==> src/rtl/n2_com_fifo_pkg.sv <==
// Shared constants and types for the 32-entry x 152-bit FIFO controller.
//   DEPTH : array entries (power of two)
//   AW    : array address width
//   DW    : entry data width
//   CW    : width of occupancy counters (holds 0..DEPTH+2)
package n2_com_fifo_pkg;

   localparam int unsigned DEPTH = 32;
   localparam int unsigned AW    = 5;
   localparam int unsigned DW    = 152;
   localparam int unsigned CW    = AW + 1;

   typedef logic [AW-1:0] ptr_t;
   typedef logic [CW-1:0] cnt_t;

endpackage

==> src/rtl/n2_com_skid2.sv <==
// Two-entry valid/ready output skid that sits behind a registered-read array.
// An entry arriving on i_in_vld is visible at the output in the same cycle
// when the skid is empty, so a read issued in cycle N can pop in cycle N+1.
//   i_clk, i_reset : clock, synchronous active-high reset
//   i_in_vld       : array read data arriving this cycle
//   i_in_data      : array read data
//   o_out_vld      : head entry valid
//   i_out_rdy      : consumer takes head
//   o_out_data     : head entry data (zero when nothing valid)
//   o_occ          : stored entries (0..2), excludes the arriving entry
module n2_com_skid2 #(
   parameter int unsigned DW = 152
) (
   input  logic          i_clk,
   input  logic          i_reset,
   input  logic          i_in_vld,
   input  logic [DW-1:0] i_in_data,
   output logic          o_out_vld,
   input  logic          i_out_rdy,
   output logic [DW-1:0] o_out_data,
   output logic [1:0]    o_occ
);

   logic [DW-1:0] r_mem [2];
   logic          r_head;
   logic [1:0]    r_occ;

   logic          w_pop;
   logic          w_bypass;
   logic          w_store;
   logic          w_tail;

   assign o_out_vld = !i_reset && ((r_occ != 2'd0) || i_in_vld);
   assign w_pop     = o_out_vld && i_out_rdy;
   // Arriving entry consumed directly when nothing is stored ahead of it.
   assign w_bypass  = w_pop && (r_occ == 2'd0);
   assign w_store   = i_in_vld && !w_bypass;
   assign w_tail    = r_head ^ r_occ[0];
   assign o_occ     = r_occ;

   // Head is the oldest stored entry; fall through to the arriving entry.
   always_comb begin
      o_out_data = '0;
      if (r_occ != 2'd0)
         o_out_data = r_mem[r_head];
      else if (i_in_vld)
         o_out_data = i_in_data;
   end

   // Storage, head pointer and occupancy.
   always_ff @(posedge i_clk) begin
      if (i_reset) begin
         r_mem  <= '{default: '0};
         r_head <= 1'b0;
         r_occ  <= 2'd0;
      end else begin
         if (w_store)
            r_mem[w_tail] <= i_in_data;
         if (w_pop && (r_occ != 2'd0))
            r_head <= ~r_head;
         r_occ <= r_occ + 2'(i_in_vld) - 2'(w_pop);
         assert (!(w_store && !w_pop && (r_occ == 2'd2)));
         assert (r_occ != 2'd3);
      end
   end

endmodule

==> src/rtl/n2_com_dp_32x152_fifo_ctl.sv <==
// FIFO sequencer for a 32 x 152 two-port register file with a registered
// read port. Converts a push stream into array writes, prefetches entries
// into a 2-entry output skid and presents them with valid/ready.
//   l2clk, reset : clock, synchronous active-high reset
//   push_vld/rdy : producer handshake (write data goes straight to the array)
//   wr_en/wr_adr : array write port control
//   rd_en/rd_adr : array read port control (data on arr_dout next cycle)
//   arr_dout     : array read data
//   wr_inhibit   : test/BIST write inhibit, blocks pushes only
//   pop_vld/rdy  : consumer handshake, pop_data is the head entry
//   count        : entries held in array + in-flight read + skid
//   empty        : count == 0
//   full         : array holds DEPTH entries
module n2_com_dp_32x152_fifo_ctl
   import n2_com_fifo_pkg::*;
(
   input  logic          l2clk,
   input  logic          reset,
   input  logic          push_vld,
   output logic          push_rdy,
   output logic          wr_en,
   output logic [AW-1:0] wr_adr,
   output logic          rd_en,
   output logic [AW-1:0] rd_adr,
   input  logic [DW-1:0] arr_dout,
   input  logic          wr_inhibit,
   output logic          pop_vld,
   input  logic          pop_rdy,
   output logic [DW-1:0] pop_data,
   output logic [AW:0]   count,
   output logic          empty,
   output logic          full
);

   ptr_t       r_wptr;
   ptr_t       r_rptr;
   cnt_t       r_arr_cnt;
   logic       r_rd_inflight;

   logic [1:0] w_occ;
   logic       w_pop;
   logic [1:0] w_pend;

   // Full comes from the registered array count only; a read in the same
   // cycle does not open a slot for a push.
   assign full     = (r_arr_cnt == CW'(DEPTH));
   assign push_rdy = !reset && !full && !wr_inhibit;
   assign wr_en    = push_vld && push_rdy;
   assign wr_adr   = r_wptr;

   // Skid slots that will be committed after this cycle's pop; a new read
   // may only be issued while at least one slot remains for its data.
   assign w_pop  = pop_vld && pop_rdy;
   assign w_pend = w_occ + 2'(r_rd_inflight) - 2'(w_pop);
   assign rd_en  = !reset && (r_arr_cnt != '0) && (w_pend < 2'd2);
   assign rd_adr = r_rptr;

   assign count = r_arr_cnt + CW'(r_rd_inflight) + CW'(w_occ);
   assign empty = (count == '0);

   // Pointers, array occupancy and read-in-flight tracking.
   always_ff @(posedge l2clk) begin
      if (reset) begin
         r_wptr        <= '0;
         r_rptr        <= '0;
         r_arr_cnt     <= '0;
         r_rd_inflight <= 1'b0;
      end else begin
         r_wptr        <= r_wptr + AW'(wr_en);
         r_rptr        <= r_rptr + AW'(rd_en);
         r_arr_cnt     <= r_arr_cnt + CW'(wr_en) - CW'(rd_en);
         r_rd_inflight <= rd_en;
         assert (!(wr_en && full));
         assert (!(rd_en && (r_arr_cnt == '0)));
         assert (r_arr_cnt <= CW'(DEPTH));
      end
   end

   // Output skid; array data is captured the cycle after rd_en.
   n2_com_skid2 #(
      .DW (DW)
   ) u_skid (
      .i_clk      (l2clk),
      .i_reset    (reset),
      .i_in_vld   (r_rd_inflight),
      .i_in_data  (arr_dout),
      .o_out_vld  (pop_vld),
      .i_out_rdy  (pop_rdy),
      .o_out_data (pop_data),
      .o_occ      (w_occ)
   );

endmodule

==> config.mk <==
export PLATFORM = sky130hd
export DESIGN_NAME = n2_com_dp_32x152_fifo_ctl
export DESIGN_NICKNAME = d
export VERILOG_FILES = /design/src/rtl/n2_com_fifo_pkg.sv /design/src/rtl/n2_com_skid2.sv /design/src/rtl/n2_com_dp_32x152_fifo_ctl.sv
export SDC_FILE = /design/constraint.sdc
export NUM_CORES = 1
export LEC_CHECK = 0
export ABC_CLOCK_PERIOD_IN_PS = 11000
export BUFFER_PORTS_ARGS = -buffer_cell sky130_fd_sc_hd__buf_2
export CORE_MARGIN = 10
export CORE_UTILIZATION = 40
export CTS_CLUSTER_SIZE = 40
export DETAILED_ROUTE_END_ITERATION = 10
export GPL_TIMING_DRIVEN = 0
export PLACE_DENSITY_LB_ADDON = 0.15
export SLEW_MARGIN = 20
export SYNTH_ARGS = -nofsm -noshare
export SYNTH_HDL_FRONTEND = slang
export SYNTH_SLANG_ARGS = --single-unit
==> constraint.sdc <==
create_clock -name l2clk -period 11 [get_ports l2clk]
set_input_delay 0.55 -clock l2clk [delete_from_list [all_inputs] [get_ports l2clk]]
set_output_delay 0.55 -clock l2clk [all_outputs]
set_load 0.05 [all_outputs]
### After elaboration in Yosys (flattened, before gate mapping)

Cells that the tools add are included.

* flip-flop bits (word level): 324
* input port bits: 157
* output and inout bits: 174
* logic and storage cells: 53

* add/subtract/negate cells: 8
* $lt $le $gt $ge: 4
* eq/ne operators: 1
* multiplexer cells: 8
* bitwise logic cells: 4
* reduce and logical (&&, ||, !) cells: 20

Operator list (count)
* $mux W152: 6
* $bwmux W304: 1
* $demux W152 S1: 1
* $add A6 B1 Y6: 2
* $logic_and A1 B1 Y1: 11
* $add A5 B1 Y5: 2
* $add A6 B2 Y6: 1
* $eq A6 B6 Y1 const B: 1
* $logic_not A6 Y1: 1
* $reduce_bool A6 Y1: 1
* $sub A6 B1 Y6: 1
* $ge A2 B2 Y1 const B: 2
* $logic_not A1 Y1: 4
* $not A1 Y2: 2
* $add A2 B1 Y2: 1
* $logic_not A2 Y1: 1
* $lt A2 B1 Y1 const B: 1
* $lt A2 B2 Y1 const B: 1
* $reduce_bool A2 Y1: 1
* $sub A2 B1 Y2: 1
* $logic_or A1 B1 Y1: 1
* $not A1 Y1: 1
* $xor A1 B1 Y1: 1

### Logic depth before layout (Yosys ltp)

Gate-level depths: netlist of run 1.

* depth after elaboration: 8
* mapped depth: 19
* mapped depth without buffers: 16

### Hierarchy

Synthesis of run 1 repeated with hierarchy kept, for this count alone.

* cell total of the unflattened synthesis: 2434
* area total of the unflattened synthesis: 20159.3 um2

Modules (own cells, without submodules)
* n2_com_skid2: times used 1, cells each 2313, area an instance 19019.5 um2, seq. area each 6145.9 um2
* n2_com_dp_32x152_fifo_ctl: times used 1, cells each 121, area an instance 1139.8 um2, seq. area each 340.3 um2

### Worst setup path before layout of run 1

Ideal clock, no wire load.

* kind: flip-flop to flip-flop
* from: reg u_skid.r_occ[1] (netlist: u_skid.o_occ[1])
* to: reg r_arr_cnt[4]
* setup time: 121 ps
* arrival: 5628 ps
* required time: 10879 ps
* path slack: 5252 ps
* cell stages (with the launch flop): 20
* path buffers: 3
* clock period less this slack: 5748 ps
* path through: dfxtp_1 > buf_2 > nor2_2 > buf_2 > buf_2 > a21oi_1 > and2_1 > ha_1 > inv_1 > ha_1 > xnor2_1 > xnor2_1 > a311oi_1 > ha_1 > inv_1 > ha_1 > fa_1 > a21o_1 > a21oi_1 > mux2_2

* longest elaborated chain between the ends: 8
* elaborated cells between the ends (all ways): 9
* those cells by class: add/sub (3); order compare (1); reduce/logical (5)

RTL lines
* start: declaration: RTL line n2_com_skid2.sv:26 `logic [1:0] r_occ;`
* start signal: assignment: RTL line n2_com_skid2.sv:61 `r_occ <= r_occ + 2'(i_in_vld) - 2'(w_pop);`
* $reduce_bool A2 Y1: RTL line n2_com_skid2.sv:33 `assign o_out_vld = !i_reset && ((r_occ != 2'd0) || i_in_vld);`
* $logic_or A1 B1 Y1: RTL line n2_com_skid2.sv:33
* $logic_and A1 B1 Y1: RTL line n2_com_skid2.sv:33
* via pop_vld: RTL line n2_com_dp_32x152_fifo_ctl.sv:27 `output logic pop_vld,`
* $logic_and A1 B1 Y1: RTL line n2_com_dp_32x152_fifo_ctl.sv:53 `assign w_pop = pop_vld && pop_rdy;`
* $sub A2 B1 Y2: RTL line n2_com_dp_32x152_fifo_ctl.sv:54 `assign w_pend = w_occ + 2'(r_rd_inflight) - 2'(w_pop);`
* $lt A2 B2 Y1: RTL line n2_com_dp_32x152_fifo_ctl.sv:55 `assign rd_en = !reset && (r_arr_cnt != '0) && (w_pend < 2'd2);`
* $logic_and A1 B1 Y1: RTL line n2_com_dp_32x152_fifo_ctl.sv:55
* via rd_en: RTL line n2_com_dp_32x152_fifo_ctl.sv:23 `output logic rd_en,`
* $sub A6 B1 Y6: RTL line n2_com_dp_32x152_fifo_ctl.sv:71 `r_arr_cnt <= r_arr_cnt + CW'(wr_en) - CW'(rd_en);`
* end signal: assignment: RTL line n2_com_dp_32x152_fifo_ctl.sv:71
* end: declaration: RTL line n2_com_dp_32x152_fifo_ctl.sv:37 `cnt_t r_arr_cnt;`

The timed path passes the listed nets, and every way through them passes these cells.
A chain may end at the register's enable or synchronous reset.

### Worst setup path after layout of run 1

* from: reg u_skid.r_occ[1] (netlist: u_skid.o_occ[1])
* to: reg r_arr_cnt[4]

* longest elaborated chain between the ends: 8
* elaborated cells between the ends (all ways): 9
* those cells by class: add/sub (3); order compare (1); reduce/logical (5)

RTL lines (RTL line)
* $reduce_bool A2 Y1: n2_com_skid2.sv:33
* $logic_or A1 B1 Y1: n2_com_skid2.sv:33
* $logic_and A1 B1 Y1: n2_com_skid2.sv:33
* $logic_and A1 B1 Y1: n2_com_dp_32x152_fifo_ctl.sv:53
* $sub A2 B1 Y2 *: n2_com_dp_32x152_fifo_ctl.sv:54
* $lt A2 B2 Y1 *: n2_com_dp_32x152_fifo_ctl.sv:55
* $logic_and A1 B1 Y1 *: n2_com_dp_32x152_fifo_ctl.sv:55
* $sub A6 B1 Y6 *: n2_com_dp_32x152_fifo_ctl.sv:71

Mark *: on every way between the ends. The rest lies on a longest branch, timed or not.

==> results of run 1 <==
worst max-delay path, delay by kind of cell, from the launching register on:
| family | cells | cell delay (ns) |
|---|---|---|
| AO/OA/AOI/OAI | 4 | 1.04 |
| multiplexers | 1 | 0.35 |
| AND/OR/NAND/NOR | 2 | 0.80 |
| adder cells (fa/ha/maj) | 5 | 1.32 |
| buffers and inverters | 5 | 1.20 |
| XOR/XNOR | 2 | 0.31 |
| flip-flops | 1 | 0.31 |
kinds of logic (layout without fill, tap and decap cells):
family | count (synthesis) | in the layout
simple gates | 650 | 650
mux | 458 | 458
flops | 324 | 324
buf+inv | 175 | 569
compound gates | 173 | 173
fa+ha+maj | 21 | 21
xor+xnor | 18 | 18
other cells | 0 | 3
state kept, by name, summed over array words and instances (netlist names):
name           cells
u_skid.r_mem     304
r_arr_cnt          6
rd_adr             5
wr_adr             5
u_skid.o_occ       2
r_rd_inflight      1
u_skid.r_head      1
per-layer routing:
layer | vias up | global-route usage [%] | wire length (um)
met5 | - | 0 | 0
met4 | 0 | 5.958 | 1011
met3 | 69 | 4.479 | 3307
met2 | 372 | 34.38 | 24890
met1 | 6873 | 26.33 | 23020
li1 | 6942 | - | -
final cells by class:
type                    instances  area [um2]  area share, %
diodes                          3       7.507        0.03841
multi-input cells            1320        8673          44.37
clock inverters                 3       42.54         0.2176
well taps                     525       656.9          3.361
inverters                      18       67.56         0.3457
clock buffers                  62        1170          5.985
flip-flops and latches        324        6486          33.18
repair buffers                329        1647          8.424
plain buffers                 157       795.8          4.071
synthesized netlist by cell type, types with 5 or more instances:
master / n
buf_1: 8
dfxtp_1: 324
nand2_1: 457
xnor2_1: 13
ha_1: 18
nor2_1: 13
o21ai_0: 154
nand3_1: 158
buf_6: 19
inv_1: 17
buf_2: 45
xor2_1: 5
clkbuf_1: 83
mux2i_1: 456
nor2b_1: 10
final timing paths:
path / start / to / slack, ns / depth (start not counted)
hold reg to reg: u_skid.r_mem[54] / u_skid.r_mem[54] / 0.45 / 2
hold / removal: arr_dout[123] / u_skid.r_mem[123] / 0.30 / 3
setup / recovery: u_skid.o_occ[1] / r_arr_cnt[4] / 5.54 / 19
setup reg to reg: u_skid.o_occ[1] / r_arr_cnt[4] / 5.54 / 19
metrics by stage:
stage	hold WS, ns	total power [W]	util [%]	std cells
floorplan	0.4341	0.003839	-	1819
global placement	0.4407	0.004600	46.23	2673
detailed placement	0.4462	0.004646	46.23	2673
CTS	0.2658	0.005887	49.29	2738
global route	0.2959	0.006149	49.30	2739
finish	0.2988	0.005842	49.31	2741
report_power, final:
group / internal (W) / switching, W / total (W)
Combinational: 0.000890 / 0.00214 / 0.00303
Clock: 0.000744 / 0.000486 / 0.00123
Sequential: 0.00144 / 0.000140 / 0.00158
==> impl_metrics.json, run 1 <==
{
  "synth_cells": 1819,
  "critPathMaxStageDelay_ns": 0.62,
  "synth_area_per_cell_um2": 8.809,
  "n_fill_cell": 3879,
  "final_cell_area_um2": 19550,
  "core_um2": 39640,
  "fmax_mhz": 183.1,
  "fin_worst_skew_ns": 0.01318,
  "grt_pass1_wl_um": 79960,
  "nets": 2365,
  "layout_commonest_cell": "nand2_1",
  "place.port_buffers": 329,
  "drive_gt1_share_pct": 20.65,
  "cp_slowest_cell": "nor2_2",
  "die_h_um": 220.1,
  "synth_area_leaders": "dfxtp_1, mux2i_1, nand2_1",
  "cts_sinks": 324,
  "yosys.area_share.simple_pct": 16.91,
  "final_hold_viol_count": 0,
  "io_pins": 331,
  "synth_compound_area_share_pct": 5.833,
  "synth_seq_area_share_pct": 40.48,
  "worst_ep_arrival_time_ns": 5.88,
  "endpoint_kind": "flip-flop",
  "finalWirelength_um": 52230,
  "ys_warn_count": 0,
  "final_cell_mix": "nand2_1, mux2i_1, buf_2",
  "synth_top_cell_by_area": "dfxtp_1",
  "cts-root-buf": "clkbuf_16",
  "synth_seq_cells": 324,
  "clk_pin_slew_ns": 0.06,
  "post-route-min-period_ns": 5.460,
  "outcome": "finished clean",
  "via_count": 14260,
  "tns_ns": 0,
  "hpwl_um": 38480,
  "synth_area_um2": 16020,
  "fp.dieW_um": 220.1,
  "grt_usage_pct": 20.62,
  "wl_per_cell_um": 19.05,
  "setup_violations": 0,
  "cts_setup_buffers": 0,
  "clockBufferDepth": 3,
  "worst_pin_slew_ns": 1.061,
  "synth.distinct_cells": 39,
  "antenna_found_initial": 1,
  "cp_max_fo": 10,
  "syn_to_final_growth_pct": 21.99,
  "hold_class": "in2reg",
  "crit_required_ns": 11.42,
  "ctsHoldBuffers": 0,
  "synth_edf_count": 0,
  "p_leak_nw": 8.578,
  "clk_latency_ns": 0.54,
  "synthAdderAreaFrac_pct": 1.780,
  "synthMuxAreaShare_pct": 28.63,
  "vdd_drop_max_mv": 0.1795,
  "dr.pass1.iters": 5,
  "synth_top_area_share_pct": 40.48,
  "pre_cts_ws_ns": 5.507,
  "synthFlopType": "dfxtp_1",
  "p_per_area_nw_per_um2": 298.9,
  "async_flop_share_pct": 0,
  "post-route-period-util_pct": 49.64,
  "path_common_cell": "ha_1",
  "cts_max_level": 2,
  "grt_overflow": 0,
  "slew-limit-headroom_pct": 29.28,
  "rsz0062_at_grt": "false",
  "crit_chain": "buf_2 -> nor2_2 -> buf_2 -> buf_2 -> a21oi_1 -> and2_1 -> ha_1 -> inv_1 -> ha_1 -> xnor2_1 -> xnor2_1 -> a311oi_1 -> ha_1 -> inv_1 -> ha_1 -> fa_1 -> a21o_1 -> a21oi_1 -> mux2_2",
  "tritoncts": "done",
  "cap_violations": 0,
  "grt_pass1_vias": 14450,
  "grt_start_max_net_pins": 13,
  "timing.final.ws_setup_ns": 5.540,
  "synthXorXnorAreaFrac_pct": 0.9839,
  "viasPerCell": 5.201,
  "synth_top_family_by_area": "multiplexers",
  "die-area_um2": 48460,
  "rows": 73,
  "cts_buffers": 37,
  "postRouteAntennaNets": 0,
  "maxSlewViolCount": 0,
  "worstSetupPathType": "reg2reg",
  "drc": 0,
  "crit_path_start_kind": "flip-flop",
  "synth_nets": 1997,
  "initial_core_util_pct": 40.42,
  "drt_iter0_drc": 866,
  "cts_resized": 0,
  "routabilityCongestion": 0.8323,
  "placed_area_um2": 18330
}
(Power assumes the default switching activity.)
==> run 2, diff against run 1 <==
--- a/config.mk
+++ b/config.mk
@@ -5,7 +5,7 @@
 export SDC_FILE = /design/constraint.sdc
 export NUM_CORES = 1
 export LEC_CHECK = 0
-export ABC_CLOCK_PERIOD_IN_PS = 11000
+export ABC_CLOCK_PERIOD_IN_PS = 5200
 export BUFFER_PORTS_ARGS = -buffer_cell sky130_fd_sc_hd__buf_2
 export CORE_MARGIN = 10
 export CORE_UTILIZATION = 40
==> constraint.sdc (replaced) <==
create_clock -name l2clk -period 5.2 [get_ports l2clk]
set_input_delay 0.26 -clock l2clk [delete_from_list [all_inputs] [get_ports l2clk]]
set_output_delay 0.26 -clock l2clk [all_outputs]
set_load 0.05 [all_outputs]
==> impl_metrics.json, run 2 (synthesis gave the netlist of run 1 again) <==
{
  "outcome": "finished clean",
  "internal_power_w": 0.006444,
  "p_seq_share_pct": 27.1,
  "p_per_area_nw_per_um2": 626.5,
  "grt_pass1_wl_um": 81890,
  "cp_max_fo": 10,
  "p_leak_nw": 8.649,
  "final_hold_viol_count": 0,
  "hpwl_um": 39150,
  "rows": 73,
  "post-route-min-period_ns": 4.918,
  "viasPerCell": 5.219,
  "vdd_drop_max_mv": 0.3733,
  "cts_max_level": 2,
  "drt_iter0_drc": 667,
  "placed_cells": 2673,
  "netSwitchingPower_w": 0.005900,
  "slew-limit-headroom_pct": 31.59,
  "tns_ns": 0,
  "fin_worst_skew_ns": 0.009273,
  "rsz0062_at_grt": "false",
  "grt_usage_pct": 20.93,
  "dr.pass1.iters": 5,
  "fmax_mhz": 203.3,
  "pre_cts_ws_ns": -0.1017,
  "final_cell_mix": "nand2_1, mux2i_1, buf_2",
  "place.port_buffers": 329,
  "cap_violations": 0,
  "utilization_pct": 49.70,
  "grt_pass1_vias": 14700,
  "worst_pin_slew_ns": 1.026,
  "grt_start_max_net_pins": 14,
  "die_h_um": 220.1,
  "swShare_pct": 47.80,
  "wl_per_cell_um": 19.19,
  "cts_buffers": 37,
  "grt_overflow": 0,
  "drc": 0,
  "crit_required_ns": 5.61,
  "r2r_cells": 19,
  "routabilityCongestion": 0.7887,
  "endpoint_kind": "flip-flop",
  "worst_ep_arrival_time_ns": 5.33,
  "top_regs": "u_skid.r_mem: 304 flops, r_arr_cnt: 6 flops",
  "drive_gt1_share_pct": 20.61,
  "layout_commonest_cell": "nand2_1",
  "fp.dieW_um": 220.1,
  "postRouteAntennaNets": 0,
  "setup_violations": 0,
  "timing.final.ws_setup_ns": 0.2821,
  "clk_pin_slew_ns": 0.06,
  "maxSlewViolCount": 0,
  "tritoncts": "done",
  "clockBufferDepth": 3,
  "die-area_um2": 48460,
  "hold_class": "in2reg",
  "crit_path_start_kind": "flip-flop",
  "min_path_cells": 3,
  "cts_sinks": 324,
  "via_count": 14370,
  "nets": 2384,
  "post-route-period-util_pct": 94.57,
  "fin_cells": 2754,
  "cts-root-buf": "clkbuf_16",
  "initial_core_util_pct": 40.42,
  "antenna_found_initial": 4,
  "clk_latency_ns": 0.53,
  "core_um2": 39640,
  "largest_register": "u_skid.r_mem",
  "largest_reg_flops": 304,
  "clockPowerShare_pct": 20.5,
  "pwr-share-comb_pct": 52.4,
  "finalWirelength_um": 52860,
  "syn_to_final_growth_pct": 22.96,
  "n_fill_cell": 3891,
  "cts_setup_buffers": 0,
  "worstSetupPathType": "reg2reg",
  "io_pins": 331
}
## run 2: metrics by stage
step / area (um2) / total power, W / hold slack, ns
6_report: 19700 / 0.01234 / 0.01656
5_1_grt: 19700 / 0.01298 / 0.01418
4_1_cts: 19690 / 0.01243 / 0.00009392
3_5_place_dp: 18340 / 0.009853 / 0.4475
3_3_place_gp: 18340 / 0.009771 / 0.4410
2_1_floorplan: 16040 / 0.008132 / 0.4215
## run 2: power by group through the flow
| stage | logic [W] | registers [W] | clock network (W) |
|---|---|---|---|
| 6_report | 0.00647 | 0.00334 | 0.00253 |
| 5_1_grt | 0.00690 | 0.00341 | 0.00268 |
| 4_1_cts | 0.00650 | 0.00334 | 0.00259 |
| 3_5_place_dp | 0.00647 | 0.00339 | 0 |
| 3_3_place_gp | 0.00641 | 0.00336 | 0 |
| 2_1_floorplan | 0.00479 | 0.00334 | 0 |
## run 2: final timing paths
kind | end | startpoint | slack (ns)
max | r_arr_cnt[4] | u_skid.o_occ[1] | 0.28
min | u_skid.r_mem[229] | arr_dout[77] | 0.02
max reg2reg | r_arr_cnt[4] | u_skid.o_occ[1] | 0.28
min reg2reg | u_skid.r_mem[302] | u_skid.r_mem[302] | 0.45
## run 2: critical path: stages (launching register included)
cell and delay [ns]:
dfxtp_1 0.32, buf_2 0.20, nor2_4 0.37, clkbuf_4 0.41, buf_2 0.35, a21oi_1 0.13, and2_1 0.17, ha_1 0.27
inv_1 0.04, ha_1 0.17, xnor2_1 0.20, xnor2_1 0.15, a311oi_2 0.40, ha_1 0.20, inv_1 0.04, ha_1 0.21
fa_1 0.44, a21o_1 0.20, a21oi_1 0.17, mux2_2 0.34
## run 2: repair_timing
item / CTS / global route
gates cloned: 0 / 0
hold buffers: 19 / 0
endpoints found under the setup margin: 1 / 1
resized for setup: 1 / 1
endpoints found under the hold margin: 23 / 0
pin swaps: 0 / 1
## run 2: final cells by class
type / count / area (um2) / share of cell area (%)
flip-flops and latches: 324 / 6486 / 32.92
clock inverters: 10 / 82.58 / 0.4192
repair buffers: 348 / 1837 / 9.323
well taps: 525 / 656.9 / 3.334
plain buffers: 157 / 798.3 / 4.052
multi-input cells: 1320 / 8691 / 44.11
diodes: 2 / 5.005 / 0.02540
inverters: 18 / 67.56 / 0.3429
clock buffers: 50 / 1077 / 5.468
## run 2: per-layer routing
| layer | vias to the layer above | part of all wire, % | GRT usage, % |
|---|---|---|---|
| met2 | 349 | 49 | 36.28 |
| li1 | 6980 | - | - |
| met5 | - | 0.040 | 0 |
| met3 | 64 | 5.4 | 3.974 |
| met4 | 4 | 1.8 | 5.273 |
| met1 | 6977 | 43 | 26.25 |
==> run 3, diff against run 2 <==
--- a/config.mk
+++ b/config.mk
@@ -8,7 +8,7 @@
 export ABC_CLOCK_PERIOD_IN_PS = 5200
 export BUFFER_PORTS_ARGS = -buffer_cell sky130_fd_sc_hd__buf_2
 export CORE_MARGIN = 10
-export CORE_UTILIZATION = 40
+export CORE_UTILIZATION = 55
 export CTS_CLUSTER_SIZE = 40
 export DETAILED_ROUTE_END_ITERATION = 10
 export GPL_TIMING_DRIVEN = 0
==> impl_metrics.json, run 3 (synthesis gave the netlist of run 1 again) <==
{
  "cts_sinks": 324,
  "hold_class": "in2reg",
  "largest_register": "u_skid.r_mem",
  "clockBufferDepth": 3,
  "hpwl_um": 36060,
  "final_hold_viol_count": 0,
  "grt_pass1_vias": 14670,
  "drc": 0,
  "seq_area_um2": 6486,
  "drive_gt1_share_pct": 20.47,
  "use_met3_pct": 5.505,
  "clk_latency_ns": 0.51,
  "rsz0062_at_grt": "false",
  "die_h_um": 190.7,
  "worstSetupPathType": "reg2reg",
  "timing.rr.start": "u_skid.o_occ[1]",
  "grt_start_max_net_pins": 14,
  "setup_violations": 0,
  "largest_reg_flops": 304,
  "crit_chain": "buf_2 -> nor2_4 -> clkbuf_4 -> buf_2 -> a21oi_1 -> and2_1 -> ha_1 -> inv_1 -> ha_1 -> xnor2_1 -> xnor2_1 -> a311oi_2 -> ha_1 -> inv_1 -> ha_1 -> fa_1 -> a21o_1 -> a21oi_1 -> mux2_2",
  "p_leak_nw": 8.533,
  "grt_busiest_layer": "met2",
  "drt_iter0_drc": 945,
  "ctsHoldBuffers": 0,
  "whs_ns": 0.02703,
  "critPathMaxStageDelay_ns": 0.43,
  "globalRouteMet1Util_pct": 32.54,
  "layout_commonest_cell": "nand2_1",
  "postRouteAntennaNets": 0,
  "cts_setup_buffers": 0,
  "outcome": "finished clean",
  "crit_path_start_kind": "flip-flop",
  "initial_core_util_pct": 55.82,
  "maxSlewViolCount": 0,
  "cp_max_fo": 10,
  "nets": 2363,
  "cts_max_level": 2,
  "met2_usage_pct": 43.33,
  "path_common_cell": "ha_1",
  "cp_slowest_cell": "nor2_4",
  "rows": 62,
  "cap_violations": 0,
  "slew-limit-headroom_pct": 34.96,
  "final_cell_mix": "nand2_1, mux2i_1, buf_2",
  "multi_input_area_um2": 8691,
  "cts_buffers": 35,
  "via_count": 14410,
  "p_per_area_nw_per_um2": 630.0,
  "clk_pin_slew_ns": 0.06,
  "endpoint_kind": "flip-flop",
  "top_regs": "u_skid.r_mem: 304 flops, r_arr_cnt: 6 flops",
  "fmax_mhz": 201.2,
  "fin_worst_skew_ns": 0.01909,
  "wl_per_cell_um": 18.82,
  "worst_ep_arrival_time_ns": 5.36,
  "grt_usage_pct": 25.82,
  "timing.final.ws_setup_ns": 0.2307,
  "cp-startpoint": "u_skid.o_occ[1]",
  "vdd_drop_max_mv": 0.7072,
  "tritoncts": "done",
  "pre_cts_ws_ns": -0.07020,
  "antenna_found_initial": 6,
  "die-area_um2": 36360,
  "dr.pass1.iters": 5,
  "place.port_buffers": 329,
  "io_pins": 331,
  "post-route-min-period_ns": 4.969,
  "syn_to_final_growth_pct": 20.31,
  "grt_pass1_wl_um": 77080,
  "finalWirelength_um": 48820,
  "crit_required_ns": 5.59,
  "crit_buf_inv": 5,
  "viasPerCell": 5.553,
  "core_um2": 28700,
  "worst_pin_slew_ns": 0.9755,
  "n_fill_cell": 2441,
  "routabilityCongestion": 0.8571,
  "path_delay_family": "adder cells",
  "grt_overflow": 0,
  "hp-start": "arr_dout[29]",
  "post-route-period-util_pct": 95.56,
  "cts-root-buf": "clkbuf_16",
  "fp.dieW_um": 190.7
}
run 3: cell type report:
cell class / instances / area share, %
multi-input combinational: 1320 / 45.08
sequential: 324 / 33.65
timing repair buffer: 329 / 8.542
clock buffer: 52 / 5.251
buffer: 157 / 4.141
tap: 384 / 2.492
clock inverter: 8 / 0.4673
inverter: 18 / 0.3505
antenna: 2 / 0.02596
run 3: worst reg2reg max path: stages (launching register included):
cell and delay (ns):
dfxtp_1 0.31, buf_2 0.19, nor2_4 0.43, clkbuf_4 0.42
buf_2 0.38, a21oi_1 0.17, and2_1 0.19, ha_1 0.27
inv_1 0.04, ha_1 0.18, xnor2_1 0.18, xnor2_1 0.14
a311oi_2 0.38, ha_1 0.19, inv_1 0.04, ha_1 0.22
fa_1 0.43, a21o_1 0.20, a21oi_1 0.16, mux2_2 0.34
run 3: worst paths after layout:
check	to	slack [ns]	cells after the start
hold / removal	u_skid.r_mem[181]	0.03	3
setup reg to reg	r_arr_cnt[4]	0.23	19
setup / recovery	r_arr_cnt[4]	0.23	19
hold reg to reg	u_skid.r_mem[281]	0.46	2
run 3: layer usage:
| layer | up-vias | wire length [um] |
|---|---|---|
| met5 | - | 61 |
| met4 | 8 | 1288 |
| met3 | 88 | 3207 |
| met2 | 454 | 23220 |
| met1 | 6913 | 21040 |
| li1 | 6942 | - |
run 3: per-stage QoR:
stage                     cells  area, um2  util [%]  power, W    TNS, ns
after floorplan            1819      16040         -  0.008132          0
final                      2594      19280     67.16   0.01214          0
after global placement     2532      18160     63.28  0.009625  -0.008224
after detailed placement   2532      18160     63.28  0.009728   -0.07020
after global routing       2592      19270     67.14   0.01275          0
after CTS                  2592      19270     67.14   0.01217          0
run 3: what timing repair did:
| action | 4_1_cts | 5_1_grt |
|---|---|---|
| endpoints found under the setup margin | 1 | 1 |
| gates resized for setup | 1 | 1 |
| pin swaps | 0 | 0 |
| endpoints found under the hold margin | 0 | 0 |
run 3: where the power goes:
| group | switching, W | total, W | internal (W) |
|---|---|---|---|
| Combinational | 0.00447 | 0.00637 | 0.00189 |
| Clock | 0.000985 | 0.00243 | 0.00144 |
| Sequential | 0.000303 | 0.00335 | 0.00305 |
| Total | 0.00576 | 0.0121 | 0.00638 |
